--- src/rtl/uart_mmio_bridge.sv ---
// uart_mmio_bridge
//   Memory-mapped front end for a byte UART. Bus writes to TXDATA are queued
//   in a small register FIFO and handed to the UART transmitter one frame at a
//   time. Received bytes are captured into a one-deep holding register. Error
//   conditions are recorded in sticky STATUS bits, which are cleared by
//   writing 1 to them.
//
//   Ports
//     clk, reset        single rising-edge clock, synchronous active-high reset
//     MemWrite/MemRead  bus strobes; side effects happen at the clock edge
//     Address/WriteData 32-bit byte address and write data
//     ReadData          combinational read data (0 for unmapped addresses)
//     Transmit, DataTx  one-cycle start pulse and byte for the UART transmitter
//     DataRx, Rx_flag   received byte and "byte ready" flag from the UART receiver
//     Parity_error      parity status of the received byte
//     clr_rx_flag       one-cycle acknowledge that clears Rx_flag

module uart_mmio_bridge #(
    parameter int Nbit       = 8,
    parameter int baudrate   = 9600,
    parameter int clk_freq   = 50000000,
    parameter int FIFO_DEPTH = 4
) (
    input  logic            clk,
    input  logic            reset,
    input  logic            MemWrite,
    input  logic            MemRead,
    input  logic [31:0]     Address,
    input  logic [31:0]     WriteData,
    output logic [31:0]     ReadData,
    output logic            Transmit,
    output logic [Nbit-1:0] DataTx,
    input  logic [Nbit-1:0] DataRx,
    input  logic            Rx_flag,
    input  logic            Parity_error,
    output logic            clr_rx_flag
);

    localparam logic [31:0] ADDR_TXDATA = 32'h1001_0028;
    localparam logic [31:0] ADDR_RXDATA = 32'h1001_002C;
    localparam logic [31:0] ADDR_STATUS = 32'h1001_0030;

    // Clock cycles occupied by one frame: start + data + parity + stop.
    localparam int FRAME_CYC = (clk_freq / baudrate) * (Nbit + 3);
    localparam int CNT_W     = $clog2(FRAME_CYC + 1);
    localparam int PTR_W     = $clog2(FIFO_DEPTH);
    localparam int FCNT_W    = $clog2(FIFO_DEPTH + 1);

    typedef enum logic [1:0] {
        S_IDLE,
        S_LOAD,
        S_WAIT
    } tx_state_t;

    tx_state_t        state_q, state_d;
    logic [CNT_W-1:0] wait_cnt, wait_cnt_d;

    logic [Nbit-1:0]   fifo_mem [FIFO_DEPTH];
    logic [PTR_W-1:0]  wr_ptr, rd_ptr;
    logic [FCNT_W-1:0] fifo_cnt;
    logic              tx_full, tx_empty, tx_busy;
    logic              push, pop;

    logic [Nbit-1:0] rx_hold;
    logic            rx_valid, par_err, overrun, tx_ovf;
    logic            wr_tx, rd_rx, wr_st;
    logic            rx_capture, ovr_set, par_set, tovf_set;

    // Upper write-data bits carry no register content.
    logic unused_wdata;
    assign unused_wdata = &{1'b0, WriteData[31:Nbit]};

    assign wr_tx = MemWrite && (Address == ADDR_TXDATA);
    assign rd_rx = MemRead  && (Address == ADDR_RXDATA);
    assign wr_st = MemWrite && (Address == ADDR_STATUS);

    assign tx_full  = (fifo_cnt == FCNT_W'(FIFO_DEPTH));
    assign tx_empty = (fifo_cnt == '0);
    assign tx_busy  = (state_q != S_IDLE);

    // Full is judged on the pre-edge count, so a pop in the same cycle does
    // not make room for the write.
    assign push     = wr_tx && !tx_full;
    assign tovf_set = wr_tx && tx_full;

    // A read of RXDATA in the same cycle frees the holding register, so the
    // incoming byte is taken instead of being counted as an overrun.
    assign rx_capture = Rx_flag && (!rx_valid || rd_rx);
    assign ovr_set    = Rx_flag && !rx_capture;
    assign par_set    = rx_capture && Parity_error;

    // TX sequencer: next state
    always_comb begin
        state_d    = state_q;
        wait_cnt_d = wait_cnt;
        pop        = 1'b0;
        case (state_q)
            S_IDLE: begin
                if (!tx_empty) state_d = S_LOAD;
            end
            S_LOAD: begin
                pop        = 1'b1;
                wait_cnt_d = '0;
                state_d    = S_WAIT;
            end
            S_WAIT: begin
                if (wait_cnt == CNT_W'(FRAME_CYC - 1)) begin
                    wait_cnt_d = '0;
                    state_d    = S_IDLE;
                end else begin
                    wait_cnt_d = wait_cnt + CNT_W'(1);
                end
            end
            default: state_d = S_IDLE;
        endcase
    end

    // TX sequencer: state, start pulse and held output byte
    always_ff @(posedge clk) begin
        if (reset) begin
            state_q  <= S_IDLE;
            wait_cnt <= '0;
            Transmit <= 1'b0;
            DataTx   <= '0;
        end else begin
            state_q  <= state_d;
            wait_cnt <= wait_cnt_d;
            Transmit <= pop;
            if (pop) DataTx <= fifo_mem[rd_ptr];
        end
    end

    // FIFO storage needs no reset; the count alone defines which entries are live.
    always_ff @(posedge clk) begin
        if (push) fifo_mem[wr_ptr] <= WriteData[Nbit-1:0];
    end

    always_ff @(posedge clk) begin
        if (reset) begin
            wr_ptr   <= '0;
            rd_ptr   <= '0;
            fifo_cnt <= '0;
        end else begin
            if (push) wr_ptr <= wr_ptr + PTR_W'(1);
            if (pop)  rd_ptr <= rd_ptr + PTR_W'(1);
            case ({push, pop})
                2'b10:   fifo_cnt <= fifo_cnt + FCNT_W'(1);
                2'b01:   fifo_cnt <= fifo_cnt - FCNT_W'(1);
                default: fifo_cnt <= fifo_cnt;
            endcase
        end
    end

    // RX capture and sticky status; a set in the same cycle beats a clear.
    always_ff @(posedge clk) begin
        if (reset) begin
            rx_hold     <= '0;
            rx_valid    <= 1'b0;
            clr_rx_flag <= 1'b0;
            par_err     <= 1'b0;
            overrun     <= 1'b0;
            tx_ovf      <= 1'b0;
        end else begin
            clr_rx_flag <= Rx_flag;
            if (rx_capture) begin
                rx_hold  <= DataRx;
                rx_valid <= 1'b1;
            end else if (rd_rx) begin
                rx_valid <= 1'b0;
            end
            par_err <= (par_err & ~(wr_st & WriteData[3])) | par_set;
            overrun <= (overrun & ~(wr_st & WriteData[4])) | ovr_set;
            tx_ovf  <= (tx_ovf  & ~(wr_st & WriteData[6])) | tovf_set;
        end
    end

    always_comb begin
        ReadData = '0;
        if (Address == ADDR_RXDATA) begin
            ReadData = 32'({rx_valid, rx_hold});
        end else if (Address == ADDR_STATUS) begin
            ReadData = {25'd0, tx_ovf, tx_busy, overrun, par_err,
                        rx_valid, tx_empty, tx_full};
        end
    end

endmodule

--- config.mk ---
export PLATFORM = sky130hd
export DESIGN_NAME = uart_mmio_bridge
export DESIGN_NICKNAME = d
export VERILOG_FILES = /design/src/rtl/uart_mmio_bridge.sv
export SDC_FILE = /design/constraint.sdc
export NUM_CORES = 1
export LEC_CHECK = 0
export CAP_MARGIN = 0
export CORE_AREA = 2 2 96 88
export CTS_BUF_LIST = sky130_fd_sc_hd__clkbuf_4 sky130_fd_sc_hd__clkbuf_8 sky130_fd_sc_hd__clkbuf_16
export CTS_CLUSTER_DIAMETER = 200
export CTS_CLUSTER_SIZE = 30
export DETAILED_ROUTE_END_ITERATION = 10
export DIE_AREA = 0 0 98 90
export GPL_TIMING_DRIVEN = 0
export PLACE_DENSITY = 0.84
export SLEW_MARGIN = 10
export SYNTH_ARGS = -nofsm -noshare
export SYNTH_HDL_FRONTEND = slang
export SYNTH_SLANG_ARGS = --single-unit
export TNS_END_PERCENT = 20
--- constraint.sdc ---
create_clock -name clk -period 4.1 [get_ports clk]
set_input_delay 0.82 -clock clk [delete_from_list [all_inputs] [get_ports clk]]
set_output_delay 0.82 -clock clk [all_outputs]
set_load 0.05 [all_outputs]
==> out/metrics.cfg <==
[timing]
relSlewSlack_pct = 53.2
setup_viol = 0
setup_slack_ns = 0.159
rsz0062_at_grt = yes
fmax_mhz = 254
tightest_slew_ns = 0.702
fin_skew_ns = 0.00910
hold_viol_final = 0
finalSetupTns_ns = 0
post-route-period-util_pct = 96.1
maxSlewViolCount = 0
period_needed_ns = 3.94

[cells_and_area]
final_cell_area_um2 = 4990
drive_above_1_share_pct = 16.0
diodes = 0
final_cell_mix = 62 x clkdlybuf4s50_1, 47 x dfxtp_1, 39 x nor2_1
final_nets = 520
syn_to_final_growth_pct = 30.9
final_common_cell = clkdlybuf4s50_1

[detailed_routing]
dr.pass1.iters = 4
post_drt_wl_per_cell_um = 13.6
wl_met1_mm = 2.93
dr_wl_met2_mm = 3.83
ant_nets = 0
via_per_inst = 4.90
top_layer_used = met4
route.met3.wl_um = 402
totalWireLength_mm = 7.27
drc_errors = 0
vias = 2629
drt_iter0_drc = 113

[power_and_ir_drop]
vdd_drop_max_uv = 238
power_mw = 2.05
power_density_nw_per_um2 = 411
p_leak_nw = 1.90

[worst_setup_path]
worstPathCellList = clkdlybuf4s50_1 -> nor4_4 -> nand4_4 -> nor4b_4 -> nand2_1 -> o21ai_0 -> clkdlybuf4s15_1
path_class = in2out
crit_family = simple AND/OR/NAND/NOR gates
start_kind = input pin
critPathRequiredTime_ns = 3.28
crit_path_end_kind = output port
worstPathMaxFanout = 9
slowest_delay_ns = 0.54
critPathBufInv = 2
crit_path_top_delay_cell = nor4b_4
crit_arrival_ns = 3.12

[floorplan]
dieArea_um2 = 8820
num_rows = 31
die_width_um = 98
initial_core_util_pct = 48.5
chipHeight_um = 90
pin_count = 120
core_area_um2 = 7870

[logic_synthesis]
synth-edff-count = 32
synthXorXnorAreaFrac_pct = 4.13
yosysSeqAreaShare_pct = 49.8
synth_simple_gate_area_share_pct = 20.7
synth_area_um2 = 3820
synth_fa_ha_area_share_pct = 3.48
synthCells = 328
yosysWarningCount = 0
synthMuxAreaShare_pct = 9.70
ys_ff_latch = 79
synth_top_family_by_area = simple AND/OR/NAND/NOR gates
yosysUniqueCellTypes = 48
synthArstFlopShare_pct = 0
synth_compound_area_share_pct = 4.82
ys_dominant_reg_cell = dfxtp_1
syn_avg_cell_area_um2 = 11.6

[clock_tree]
clock_sinks = 79
cts_root_buf = clkbuf_8
cts_tree = done
cts_buffers = 9
cts_max_path_buffers = 2
insertion_delay_ns = 0.35
cts_hold_buf = 0
path_clk_slew_ns = 0.09
h-tree-depth = 3

[global_routing]
antenna_found_initial = 0
grt_overflow_total = 0
grt_max_degree = 15
grt_pass1_vias = 2790
grt_pass1_wl_mm = 12.4
grt_usage_pct = 17.4

[worst_hold_path]
hold_class = reg2reg

[placed_design]
gp_congestion = 0.846
io_buffers = 71
pre_cts_ws_ns = -0.161
placed_cell_area_um2 = 4730
detailed_place_hpwl_mm = 5.42

[status]
outcome = complete, no violations

[job]
drv_cap = 0

[power by group]
part | switching [mW] | internal, mW | total (mW)
logic | 0.248 | 0.190 | 0.438
registers | 0.0186 | 0.848 | 0.867
clock network | 0.276 | 0.473 | 0.749
[stage by stage]
stage | instances | utilization (%) | hold WS (ns)
finish | 536 | 63.4 | 0.480
global route | 536 | 63.4 | 0.505
CTS | 536 | 63.3 | 0.486
detailed placement | 520 | 60.1 | 0.471
global placement | 520 | 60.1 | 0.459
floorplan | 350 | - | 0.448
[Yosys cell counts, types with 2 or more instances]
cell,n,share of area (%)
a21oi_1,4,0.52
a22o_1,2,0.46
and2_1,2,0.33
and2_2,4,0.79
and3_1,3,0.49
buf_2,3,0.39
buf_4,24,4.7
clkbuf_1,6,0.59
dfxtp_1,47,25
edfxtp_1,32,25
ha_1,9,3.0
inv_1,15,1.5
mux2i_1,19,5.0
mux4_2,8,4.7
nand2_1,14,1.4
nand2b_1,19,3.1
nand3_1,6,0.79
nand4_1,5,0.82
nand4_4,2,1.1
nor2_1,39,3.8
nor2b_1,4,0.66
nor3_1,3,0.39
nor4_1,2,0.33
nor4_4,4,2.2
nor4b_4,4,2.5
o21ai_0,7,0.92
or3_1,4,0.66
xnor2_1,7,1.6
xor2_1,11,2.5
[path summary, 6_finish.rpt]
| kind | start | depth (start not counted) | end | slack (ns) |
|---|---|---|---|---|
| worst min-delay path | rx_hold[7]$_SDFFE_PP0P_ | 2 | rx_hold[7]$_SDFFE_PP0P_ | 0.48 |
| worst min register to register | rx_hold[7]$_SDFFE_PP0P_ | 2 | rx_hold[7]$_SDFFE_PP0P_ | 0.48 |
| worst max register to register | fifo_cnt[0]$_SDFFE_PP0P_ | 10 | fifo_cnt[2]$_SDFFE_PP0P_ | 1.91 |
| worst max-delay path | Address[13] | 7 | ReadData[6] | 0.16 |
[metal layers]
| layer | track usage (%) | vias up |
|---|---|---|
| li1 | - | 1306 |
| met1 | 19.9 | 1223 |
| met2 | 31.3 | 91 |
| met3 | 3.89 | 9 |
| met4 | 7.18 | 0 |
| met5 | 0 | - |
[cells by family after synthesis]
| kind of cell | after synthesis |
|---|---|
| AO/OA/AOI/OAI | 24 |
| XOR/XNOR | 18 |
| adder cells (fa/ha/maj) | 10 |
| buffers and inverters | 49 |
| flip-flops | 79 |
| multiplexers | 27 |
| other | 1 |
| AND/OR/NAND/NOR | 120 |
[tightest hold or removal path: stages (launching register included)]
cell and delay (ns):
dfxtp_1 0.32, nand2b_1 0.06, mux2i_1 0.06
[final cells by class]
class                      count  area [µm²]
sequential                    79        1900
clock buffer                  10         131
multi-input combinational    222        1720
tap                           99         124
buffer                        34         221
timing repair buffer          71         702
fill                         581        2880
clock inverter                 6         134
inverter                      15        56.3
[flip-flops by register name, indices dropped and copies added (netlist names)]
register,flops
clr_rx_flag,1
wait_cnt,16
wr_ptr,2
state_q,2
par_err,1
Transmit,1
DataTx,8
rx_hold,8
fifo_mem,32
tx_ovf,1
rd_ptr,2
overrun,1
fifo_cnt,3
rx_valid,1
[what timing repair did]
item / 4_1_cts / 5_1_grt
setup endpoints to repair: 9 / 3
gates resized for setup: 9 / 3
buffers inserted: 0 / 0
(Power assumes the default switching activity.)
